## config.mk

```make
export PLATFORM = sky130hd
export DESIGN_NAME = par_frame_gen
export DESIGN_NICKNAME = d
export VERILOG_FILES = /design/src/rtl/par_frame_pkg.sv /design/src/rtl/par_out_stage.sv /design/src/rtl/par_frame_gen.sv
export SDC_FILE = /design/constraint.sdc
export NUM_CORES = 1
export LEC_CHECK = 0
export ABC_CLOCK_PERIOD_IN_PS = 1900
export CAP_MARGIN = 30
export CORE_AREA = 2 2 39 41
export DETAILED_ROUTE_END_ITERATION = 7
export DIE_AREA = 0 0 41 43
export PLACE_DENSITY = 0.62
export SYNTH_ARGS = -nofsm -noshare
export SYNTH_HDL_FRONTEND = slang
export SYNTH_SLANG_ARGS = --single-unit
export TNS_END_PERCENT = 30
```

## constraint.sdc

```tcl
create_clock -name clk -period 1.9 [get_ports clk]
set_input_delay 0.19 -clock clk [delete_from_list [all_inputs] [get_ports clk]]
set_output_delay 0.19 -clock clk [all_outputs]
set_load 0.005 [all_outputs]
```

## src/rtl/par_frame_pkg.sv

```systemverilog
// Shared types for the parity frame generator.
// FSM state encoding and parity mode constants.
package par_frame_pkg;

  typedef enum logic {
    DATA = 1'b0,
    PAR  = 1'b1
  } state_t;

  localparam logic PAR_EVEN = 1'b0;
  localparam logic PAR_ODD  = 1'b1;

endpackage

```

## src/rtl/par_out_stage.sv

```systemverilog
// Single-entry valid/ready holding register (bit + last).
// Ports: clk, reset_n, load/d_bit/d_last in, out_ready in; load_ok, out_valid/out_bit/out_last out.
module par_out_stage (
  input  logic clk,
  input  logic reset_n,
  input  logic load,
  input  logic d_bit,
  input  logic d_last,
  input  logic out_ready,
  output logic load_ok,
  output logic out_valid,
  output logic out_bit,
  output logic out_last
);

  logic [1:0] q;

  assign load_ok  = !out_valid || out_ready;
  assign out_bit  = q[1];
  assign out_last = q[0];

  // load is only raised by the producer while load_ok holds
  always_ff @(posedge clk or negedge reset_n) begin
    if (!reset_n) begin
      out_valid <= 1'b0;
      q         <= 2'b00;
    end else if (load) begin
      out_valid <= 1'b1;
      q         <= {d_bit, d_last};
    end else if (out_ready) begin
      out_valid <= 1'b0;
    end
  end

endmodule

```

## src/rtl/par_frame_gen.sv

```systemverilog
// Serial framer: passes FRAME_LEN data bits then appends a parity bit.
// Ports: clk, reset_n, flush, mode, in_valid/in_bit/in_ready, out_valid/out_bit/out_last/out_ready,
// frame_busy; err_inj only when PAR_ERR_INJ_EN is defined (inverts next parity bit).
module par_frame_gen
  import par_frame_pkg::*;
#(
  parameter int   FRAME_LEN   = 8,
  parameter logic ODD_DEFAULT = PAR_EVEN
) (
  input  logic clk,
  input  logic reset_n,
  input  logic flush,
  input  logic mode,
`ifdef PAR_ERR_INJ_EN
  input  logic err_inj,
`endif
  input  logic in_valid,
  input  logic in_bit,
  output logic in_ready,
  output logic out_valid,
  output logic out_bit,
  output logic out_last,
  input  logic out_ready,
  output logic frame_busy
);

  localparam int CW = $clog2(FRAME_LEN);
  localparam logic [CW-1:0] LAST = CW'(FRAME_LEN - 1);

  state_t        state;
  logic [CW-1:0] cnt;
  logic          acc;
  logic          mode_lat;
  logic          load_ok;
  logic          take;
  logic          ins;
  logic          inv;
  logic          ld_bit;

  assign in_ready   = (state == DATA) && load_ok && !flush;
  assign take       = in_valid && in_ready;
  assign ins        = (state == PAR) && load_ok && !flush;
  assign frame_busy = (cnt != '0) || (state == PAR);
  assign ld_bit     = take ? in_bit : (acc ^ mode_lat ^ inv);

`ifdef PAR_ERR_INJ_EN
  logic err_q;

  // a same-cycle request also hits the parity bit being inserted
  assign inv = err_q | err_inj;

  always_ff @(posedge clk or negedge reset_n) begin
    if (!reset_n)
      err_q <= 1'b0;
    else if (flush || ins)
      err_q <= 1'b0;
    else if (err_inj)
      err_q <= 1'b1;
  end
`else
  assign inv = 1'b0;
`endif

  always_ff @(posedge clk or negedge reset_n) begin
    if (!reset_n) begin
      state    <= DATA;
      cnt      <= '0;
      acc      <= 1'b0;
      mode_lat <= ODD_DEFAULT;
    end else if (flush) begin
      state <= DATA;
      cnt   <= '0;
      acc   <= 1'b0;
    end else if (take) begin
      acc <= acc ^ in_bit;
      if (cnt == '0)
        mode_lat <= mode;
      if (cnt == LAST) begin
        state <= PAR;
        cnt   <= '0;
      end else begin
        cnt <= cnt + 1'b1;
      end
    end else if (ins) begin
      acc   <= 1'b0;
      state <= DATA;
    end
  end

  par_out_stage u_out (
    .clk       (clk),
    .reset_n   (reset_n),
    .load      (take || ins),
    .d_bit     (ld_bit),
    .d_last    (!take),
    .out_ready (out_ready),
    .load_ok   (load_ok),
    .out_valid (out_valid),
    .out_bit   (out_bit),
    .out_last  (out_last)
  );

endmodule

```

==> flow_metrics.env <==
export IMPL_layout_nets=82
export IMPL_worst_setup_path_type="register to primary output"
export IMPL_finalMaxSlewViolations=0
export IMPL_swShare_pct=26.1
export IMPL_regArea_sq_um=225
export IMPL_grt_pass1_vias=403
export IMPL_clkPwrFrac_pct=31.3
export IMPL_path_clk_slew_ns=0.07
export IMPL_final_common_cell="clkdlybuf4s50_1"
export IMPL_synth_top_area_share_pct=42.7
export IMPL_netlist_area_sq_um=528
export IMPL_yosysTopAreaCell="dfrtp_1"
export IMPL_p_leak_nw=0.304
export IMPL_cts_max_path_buffers=2
export IMPL_synth_fa_ha_area_share_pct=7.11
export IMPL_crit_path_max_fanout=3
export IMPL_fin_tns_setup_ns=0
export IMPL_p_sw_mw=0.124
export IMPL_synth_edf_count=0
export IMPL_num_rows=14
export IMPL_yosysUniqueCellTypes=24
export IMPL_cp_required_ns=1.71
export IMPL_fin_util_pct=49.7
export IMPL_drc=0
export IMPL_end_kind="primary output"
export IMPL_status="finished, final reports clean"
export IMPL_drt_first_pass_iters=3
export IMPL_slew_headroom_pct=71.6
export IMPL_dieWidth_um=41
export IMPL_cp_top_family="simple AND/OR/NAND/NOR gates"
export IMPL_wirelength_um=1110
export IMPL_path_cells="inv_1, ha_1, or3b_2, dlygate4sd2_1"
export IMPL_multi_input_area_sq_um=267
export IMPL_p_per_area_nw_per_um2=688
export IMPL_grt_ovfl_total=0
export IMPL_start_util_pct=38.2
export IMPL_critical_path_buf_inv_count=2
export IMPL_hold_viol_final=0
export IMPL_finalCritPeriodShare_pct=90.6
export IMPL_syn_to_final_growth_pct=30.3
export IMPL_cts_root_buf="clkbuf_4"
export IMPL_rsz0062_at_grt="no"
export IMPL_drtIter0Drc=5
export IMPL_fmax_mhz=581
export IMPL_p_total_mw=0.473
export IMPL_cts_buffers=3
export IMPL_synth_cells=56
export IMPL_htree_levels=1
export IMPL_yosys_warnings=0
export IMPL_clk_latency_ns=0.26
export IMPL_worst_path_max_delay_cell="or3b_2"
export IMPL_viasPerCell=5.31
export IMPL_synth_seq_cells=9
export IMPL_vdd_ir_drop_max_mv=0.412
export IMPL_syn_num_nets=66
export IMPL_setup_viol=0
export IMPL_synthArstFlopShare_pct=100
export IMPL_fin_skew_ns=0.00848
export IMPL_start_kind="register"
export IMPL_period_needed_ns=1.72
export IMPL_drive_above_1_share_pct=12.7
export IMPL_synthMuxAreaShare_pct=2.13
export IMPL_p_int_mw=0.350
export IMPL_grt_max_degree=11
export IMPL_maxCapViolations=0
export IMPL_grt_usage_pct=14.6
export IMPL_ys_seq_area_share_pct=42.7
export IMPL_grt_pass1_wl_um=1730
export IMPL_cts_hold_buffers=0
export IMPL_cpPeakStageDelay_ns=0.43
export IMPL_antenna_found_initial=0
export IMPL_cts_sinks=9
export IMPL_tritoncts="yes"
export IMPL_synth_top_family_by_area="simple AND/OR/NAND/NOR gates"
export IMPL_synth_area_leaders="dfrtp_1, ha_1, nand3_1, o21ai_0, a21oi_1"
export IMPL_antenna_cells=0
export IMPL_tightest_slew_ns=0.425
export IMPL_placed_cells=82
export IMPL_ios=12
export IMPL_vias=462
export IMPL_power_frac_seq_pct=46.7
export IMPL_syn_avg_cell_area_sq_um=9.43
export IMPL_hpwl_um=831
export IMPL_p_comb_share_pct=22.0
export IMPL_hp_class="input port to asynchronous set/reset pin"
export IMPL_core_sq_um=1380
export IMPL_final_cell_mix="clkdlybuf4s50_1, dfrtp_1, nand3_1"
export IMPL_ys_flop_type="dfrtp_1"
export IMPL_synth_compound_area_share_pct=13.0
export IMPL_dpl_cell_area_sq_um=656
export IMPL_die_area_sq_um=1760
export IMPL_port_buffers=11
export IMPL_wire_per_inst_um=12.8
export IMPL_n_fill_cell=146
export IMPL_ant_nets=0
export IMPL_synth_simple_area_share_pct=26.5
export IMPL_fp_dieH_um=43
export IMPL_arrival_ns=1.53
export IMPL_globalplace_congestion=0.752
export IMPL_synth_xor_area_share_pct=1.66
export IMPL_layout_cells_non_filler=87
export IMPL_final_area_sq_um=688
## what timing repair did
item                       4_1_cts  5_1_grt
setup endpoints to repair        1        0
setup buffers                    1        0
resized for setup                1        0
## per-layer routing
| metal | up-vias | wire, um | global-route usage, % | share of wire (%) |
|---|---|---|---|---|
| li1 | 227 | - | - | - |
| met1 | 227 | 525 | 19.5 | 47 |
| met2 | 8 | 542 | 22.2 | 49 |
| met3 | 0 | 46 | 4.71 | 4.1 |
| met4 | 0 | 0 | 4.00 | 0 |
| met5 | - | 0 | 0 | 0 |
## cell usage after synthesis (all sizes together) (2+ instances only)
cell    n
inv     3
buf     3
nand2   3
nor3b   2
nor2b   3
nand3   7
nand2b  2
or4     2
o21ai   5
a21oi   4
dfrtp   9
ha      3
## cells by family after synthesis
group | count (synthesis)
mux | 1
buf+inv | 7
simple gates | 23
fa+ha+maj | 3
xor+xnor | 1
compound gates | 12
flops | 9
## path summary, 6_finish.rpt
| check | startpoint | to | slack (ns) | cells past startpoint |
|---|---|---|---|---|
| max | cnt[1] | frame_busy | 0.18 | 4 |
| min | reset_n | state | 0.23 | 1 |
| max reg2reg | cnt[0] | cnt[0] | 0.27 | 5 |
| min reg2reg | u_out.q[0] | u_out.q[0] | 0.51 | 1 |
| max in group asynchronous | reset_n | cnt[1] | 1.37 | 1 |
| min in group clk | u_out.q[0] | u_out.q[0] | 0.51 | 1 |
## registers in the layout, indices dropped and copies added (netlist names)
| register | flops |
|---|---|
| acc | 1 |
| cnt | 3 |
| mode_lat | 1 |
| state | 1 |
| u_out.out_valid | 1 |
| u_out.q | 2 |
## cell type report
cell class	instances	share of cell area, %
multi-input cells	40	38.7
flip-flops and latches	9	32.7
repair buffers	15	20.2
clock buffers	4	3.82
well taps	16	2.91
inverters	3	1.64
## power by group through the flow
stage | registers [mW] | clock network, mW | logic, mW
6_report | 0.221 | 0.148 | 0.104
5_1_grt | 0.223 | 0.162 | 0.114
4_1_cts | 0.221 | 0.154 | 0.105
3_5_place_dp | 0.225 | 0 | 0.103
3_3_place_gp | 0.225 | 0 | 0.103
2_1_floorplan | 0.223 | 0 | 0.0538
## through the flow
stage                     hold slack [ns]  worst slack (ns)
after floorplan                    -0.106             0.473
after global placement              0.493             0.246
after detailed placement            0.486             0.238
after CTS                           0.245             0.153
after global routing                0.265            0.0965
final                               0.230             0.178
Power figures use the tool's default switching activity.
==> RTL change 1: new RTL, same settings <==
Set the parameter `FRAME_LEN` to 16 (it was 8).
--- a/src/rtl/par_frame_gen.sv
+++ b/src/rtl/par_frame_gen.sv
@@ -5,5 +5,5 @@
   import par_frame_pkg::*;
 #(
-  parameter int   FRAME_LEN   = 8,
+  parameter int   FRAME_LEN   = 16,
   parameter logic ODD_DEFAULT = PAR_EVEN
 ) (
Formal check against the unedited RTL: not equivalent (Yosys sat finds a counterexample within 10 cycles, from zero or initial values and one cycle with reset_n low).
==> RTL change 1 against the unedited design <==
Clock power decreased by 3%. Power increased by 7.6%. Register-to-register slack got worse by 0.21 ns. Sequential cell count increased by 1. Wire length increased by 13%. Setup slack got worse by 0.11 ns. Count of clock-buffer cells in the layout decreased by 1. Area after synthesis increased by 7.3%. Final area increased by 14%. Largest cell class unchanged.
==> RTL change 1: results (changes against the unedited design) <==
Placed design
The cell count after placement is 88 (+7.3%). The routability congestion estimate from global placement is 0.7845 (+4.3%). The total placed instance area was 730.7 um^2 (+11%). The worst-case setup slack after placement was 0.03380 ns (-0.2044 ns).

Synth
Ranked by instance count, the synthesized netlist is headed by 10 x dfrtp_1, 5 x inv_1, 4 x nand2_1. The proportion of synthesized chip area in sequential cells came to 44.15% (+1.5 points). The xor and xnor area share after synthesis is 1.545% (-0.11 points). By area the synthesized netlist is led by dfrtp_1 44%, ha_1 4.4%, nand3b_1 4.0%.

The multiplexer fraction of the synthesized cell area came to 1.987% (-0.15 points). The fraction of the mapped netlist area in compound gates is 17.00% (+4.0 points). The post-synthesis cell count is 57 (+1.8%).

The number of distinct library cells after synthesis is 32 (+33%).

Route
The ratio of routed vias to standard cells is 5.389 (+1.5%). The per-cell routed wire length came to 13.23 um (+3.3%). The routed metal-1 wirelength came to 598 um (+14%).

The number of iterations in the first detailed-routing pass came to 4 (+1). The routed length on met3 is 73 um (+59%). Routed signal wires occupy layers up through met4.

Final layout
The number of cells in the finished layout apart from fillers is 95 (+9.2%). The buffer share of cell area came to 23.92% (+3.7 points). The clock tree buffer count of the final layout was 3 (-1). The clock-cell share of area was 2.871% (-0.95 points). The count of inverters not on the clock network in the layout came to 5 (+2). The total of plain and repair buffers excluding clock buffers came to 22 (+7). The share of the final layout cell area in sequential cells is 31.90% (-0.83 points). The fraction of layout instances using a drive strength above 1 came to 26.58% (+14 points).

Power and ir drop
The highest ir drop seen on vdd is 0.0003161 V (-23%). The total leakage power is 0.3451 nW (+14%).

STA
The worst-margin pin slew is 0.4408 ns (+0.01549 ns). The fraction of the cycle the final worst path needs was 96.63% (+6.0 points).

GRT
The met1 usage in global routing is 27.42% (+8.0 points). The global-route met2 utilization is 22.50% (+0.31 points). The global-route total usage across every layer is 17.78% (+3.1 points).

Worst setup path
The number of cell instances on the worst register-to-register path came to 6 (+1). The destination of the critical timing path is mode_lat. The signal arrival time at the worst endpoint is 1.99 ns (+0.46 ns).

Clock tree
The CTS sink count came to 10 (+1).

Status
The run finished with clean final reports.
RTL change 1: how the worst min path moves through the flow:
stage                    start    endpoint  slack [ns]  depth (start not counted)
global placement    u_out.q[0]  u_out.q[0]        0.48                          1
detailed placement  u_out.q[0]  u_out.q[0]        0.49                          1
global route           reset_n      cnt[2]        0.29                          1
CTS                    reset_n       state        0.26                          1
floorplan              reset_n         acc       -0.11                          0
finish                 reset_n       state        0.23                          1
RTL change 1: report_power, final:
group          leakage (nW)  switching [W]  internal [W]  total [W]
logic                 0.199      0.0000500     0.0000752   0.000125
clock network        0.0138      0.0000699     0.0000731   0.000143
registers             0.132      0.0000114      0.000230   0.000241
total                 0.345       0.000131      0.000378   0.000510
RTL change 1: critical path, stage by stage, from the launching register on:
cell and delay (ns):
dfrtp_1 0.41, inv_2 0.07, ha_1 0.12, or3b_1 0.35, buf_4 0.15, nor4_2 0.26
mux2_2 0.37
==> RTL change 2: new RTL, same settings <==
Made on the original files. Add an input register stage for `mode`, cleared by the reset; this delays it by one clock. The other inputs are not delayed to match.
--- a/src/rtl/par_frame_gen.sv
+++ b/src/rtl/par_frame_gen.sv
@@ -27,4 +27,14 @@
   localparam int CW = $clog2(FRAME_LEN);
   localparam logic [CW-1:0] LAST = CW'(FRAME_LEN - 1);
+
+  logic mode_q;
+
+  always_ff @(posedge clk or negedge reset_n) begin
+    if (!reset_n) begin
+      mode_q <= '0;
+    end else begin
+      mode_q <= mode;
+    end
+  end
 
   state_t        state;
@@ -75,5 +85,5 @@
       acc <= acc ^ in_bit;
       if (cnt == '0)
-        mode_lat <= mode;
+        mode_lat <= mode_q;
       if (cnt == LAST) begin
         state <= PAR;
Behaviour: not the same (Yosys sat finds a counterexample within 10 cycles, from zero or initial values and one cycle with reset_n low).
==> RTL change 2 against the unedited design <==
Non-clock buffer count is 3 lower. Setup slack better by 0.032 ns. Sequential cell count increased by 1. Wire length is 14% lower. Area after synthesis is 7.6% higher. Final area is 2.4% higher. Power rose by 5.6%. Combinational power is 5% higher. Register-to-register slack improved by 0.22 ns. Global-route usage shrank 0.32 points. Critical path type unchanged. Largest cell class unchanged.
==> RTL change 2: results (changes against the unedited design) <==
Clock tree
The post-CTS setup buffer count is 0 (-1). The tree is rooted in a clkbuf_4. The total of cells resized after clock tree synthesis is 0 (-1). The clock-pin slew on the worst setup and hold paths is 0.07 ns (about the same). The clock network latency to the later pin of the worst-skew pair is 0.27 ns. The total clock buffers created by CTS is 3 (unchanged).

The count of H-tree levels built during CTS is 1 (unchanged). The number of buffers on the longest clock path was 2 (unchanged).

Synth
The count of synthesis-stage warnings from yosys is 0 (unchanged). The post-synthesis async set-or-reset flop share is 100.0% (unchanged). The commonest cells after synthesis are 10 x dfrtp_1, 5 x nand2_1, 5 x nor2_1. The most used flip-flop cell after synthesis is dfrtp_1. By area the synthesized netlist is led by dfrtp_1 44%, ha_1 6.6%, mux2_1 5.9%. The post-synthesis net count came to 62 (-6.1%). The number of distinct library cells after synthesis is 27 (+13%). The proportion of synthesized chip area in sequential cells is 44.05% (+1.4 points). The fraction of the mapped netlist area in compound gates is 7.489% (-5.5 points). The area share of the largest cell type after synthesis was 44.05% (+1.4 points).

The multiplexer fraction of the synthesized cell area was 7.930% (+5.8 points). The post-synthesis adder-cell area fraction was 6.608% (-0.50 points). The xor and xnor area share after synthesis is 1.542% (-0.12 points).

GRT
The largest net degree at the start of global routing is 11 (unchanged). The global-route total usage across every layer is 14.33% (-0.32 points). The initial antenna violation count is 0 (unchanged).

The number of global-route vias before repair is 383 (-5.0%). The wire length of the first global-routing pass came to 1600 um (-7.2%).

Placed design
The final HPWL from detailed placement is 739.9 um (-11%). The routability congestion estimate from global placement is 0.6719 (-11%). The total placed instance area is 681.9 um^2 (+4.0%).

The quantity of I/O buffers inserted on ports is 11 (unchanged).

Status
The flow ran to the end, and the final reports show no timing, DRC or antenna violations.

Final layout
The count of inserted antenna diode cells is 0 (unchanged). The fraction of layout instances using a drive strength above 1 is 15.63% (+2.9 points). The number of nets in the layout is 76 (-7.3%).

The largest registers in the layout are cnt x3, u_out.q x2.

Worst setup path
In this run the critical register-to-register path is launched from state. The number of cell instances on the worst register-to-register path is 2 (-3). The worst-case register-to-register setup slack is 0.49 ns (+0.22 ns). The worst flop-to-flop path endpoint is cnt[1]. The worst-path maximum fanout was 10 (+7).

STA
The worst slew slack as a fraction of its limit was 70.09% (-1.5 points). The number of hold-slack violations in the final timing report is 0 (unchanged). The worst clock skew on the final layout was 0.007013 ns (-0.001465 ns).

Power and ir drop
The highest ir drop seen on vdd is 0.0003045 V (-26%). The total leakage power came to 0.3176 nW (+4.6%). The switching power is 0.0001276 W (+3.2%).

Route
The total number of vias is 411 (-11%). The violation count after the first detailed-route iteration is 1 (-4). The number of iterations in the first detailed-routing pass is 3 (unchanged). The total wirelength of the detailed-routed design is 961 um (-14%).

Hold path
The path category of the worst min-delay check is in2async.
-- RTL change 2: metal layers --
layer | GRT usage (%) | share of wire (%)
met2 | 20.94 | 48
met4 | 10.00 | 2.1
met5 | 0 | 0
met3 | 4.712 | 4.9
met1 | 16.72 | 45
-- RTL change 2: worst max-delay path: stages (launching register included) --
cell and delay (ns):
dfrtp_1 0.49, nor3_1 0.22, clkdlybuf4s50_1 0.52
-- RTL change 2: cell type report --
type,instances,area [um^2]
Clock buffer,3,22.52
Fill cell,143,679.4
Inverter,3,11.26
Multi-Input combinational cell,36,282.8
Sequential cell,10,250.2
Tap cell,16,20.02
Timing Repair Buffer,12,117.6
-- RTL change 2: worst max-delay path by stage --
stage / endpoint / cells after the start / start
6_report: in_ready / 2 / state
2_1_floorplan: cnt[0] / 4 / u_out.out_valid
3_5_place_dp: cnt[1] / 3 / flush
3_3_place_gp: cnt[1] / 3 / flush
4_1_cts: in_ready / 2 / state
5_1_grt: in_ready / 2 / state
-- RTL change 2: power by group through the flow --
| stage | logic (W) | registers (W) | clock network (W) |
|---|---|---|---|
| global route | 0.000124 | 0.000250 | 0.000163 |
| CTS | 0.000112 | 0.000248 | 0.000150 |
| finish | 0.000109 | 0.000247 | 0.000144 |
| floorplan | 0.0000619 | 0.000250 | 0 |
| global placement | 0.000111 | 0.000251 | 0 |
| detailed placement | 0.000111 | 0.000252 | 0 |
-- RTL change 2: cell families (layout without fill, tap and decap cells) --
group	after synthesis	count (layout)
xor gates and xnor gates	1	1
buffers and inverters	6	18
muxes	4	4
DFF	10	10
adders and majority gates	3	3
and+or+nand+nor	22	22
AOI/OAI and AO/OA	6	6
-- RTL change 2: per-stage QoR --
step	worst slack [ns]	hold WS [ns]	std cells	total power, W
2_1_floorplan	0.5261	-0.1056	52	0.0003114
3_3_place_gp	0.2108	0.4721	77	0.0003616
3_5_place_dp	0.2047	0.4773	77	0.0003631
4_1_cts	0.1983	0.2595	80	0.0005094
5_1_grt	0.1183	0.2781	80	0.0005359
6_report	0.2100	0.2334	80	0.0005000
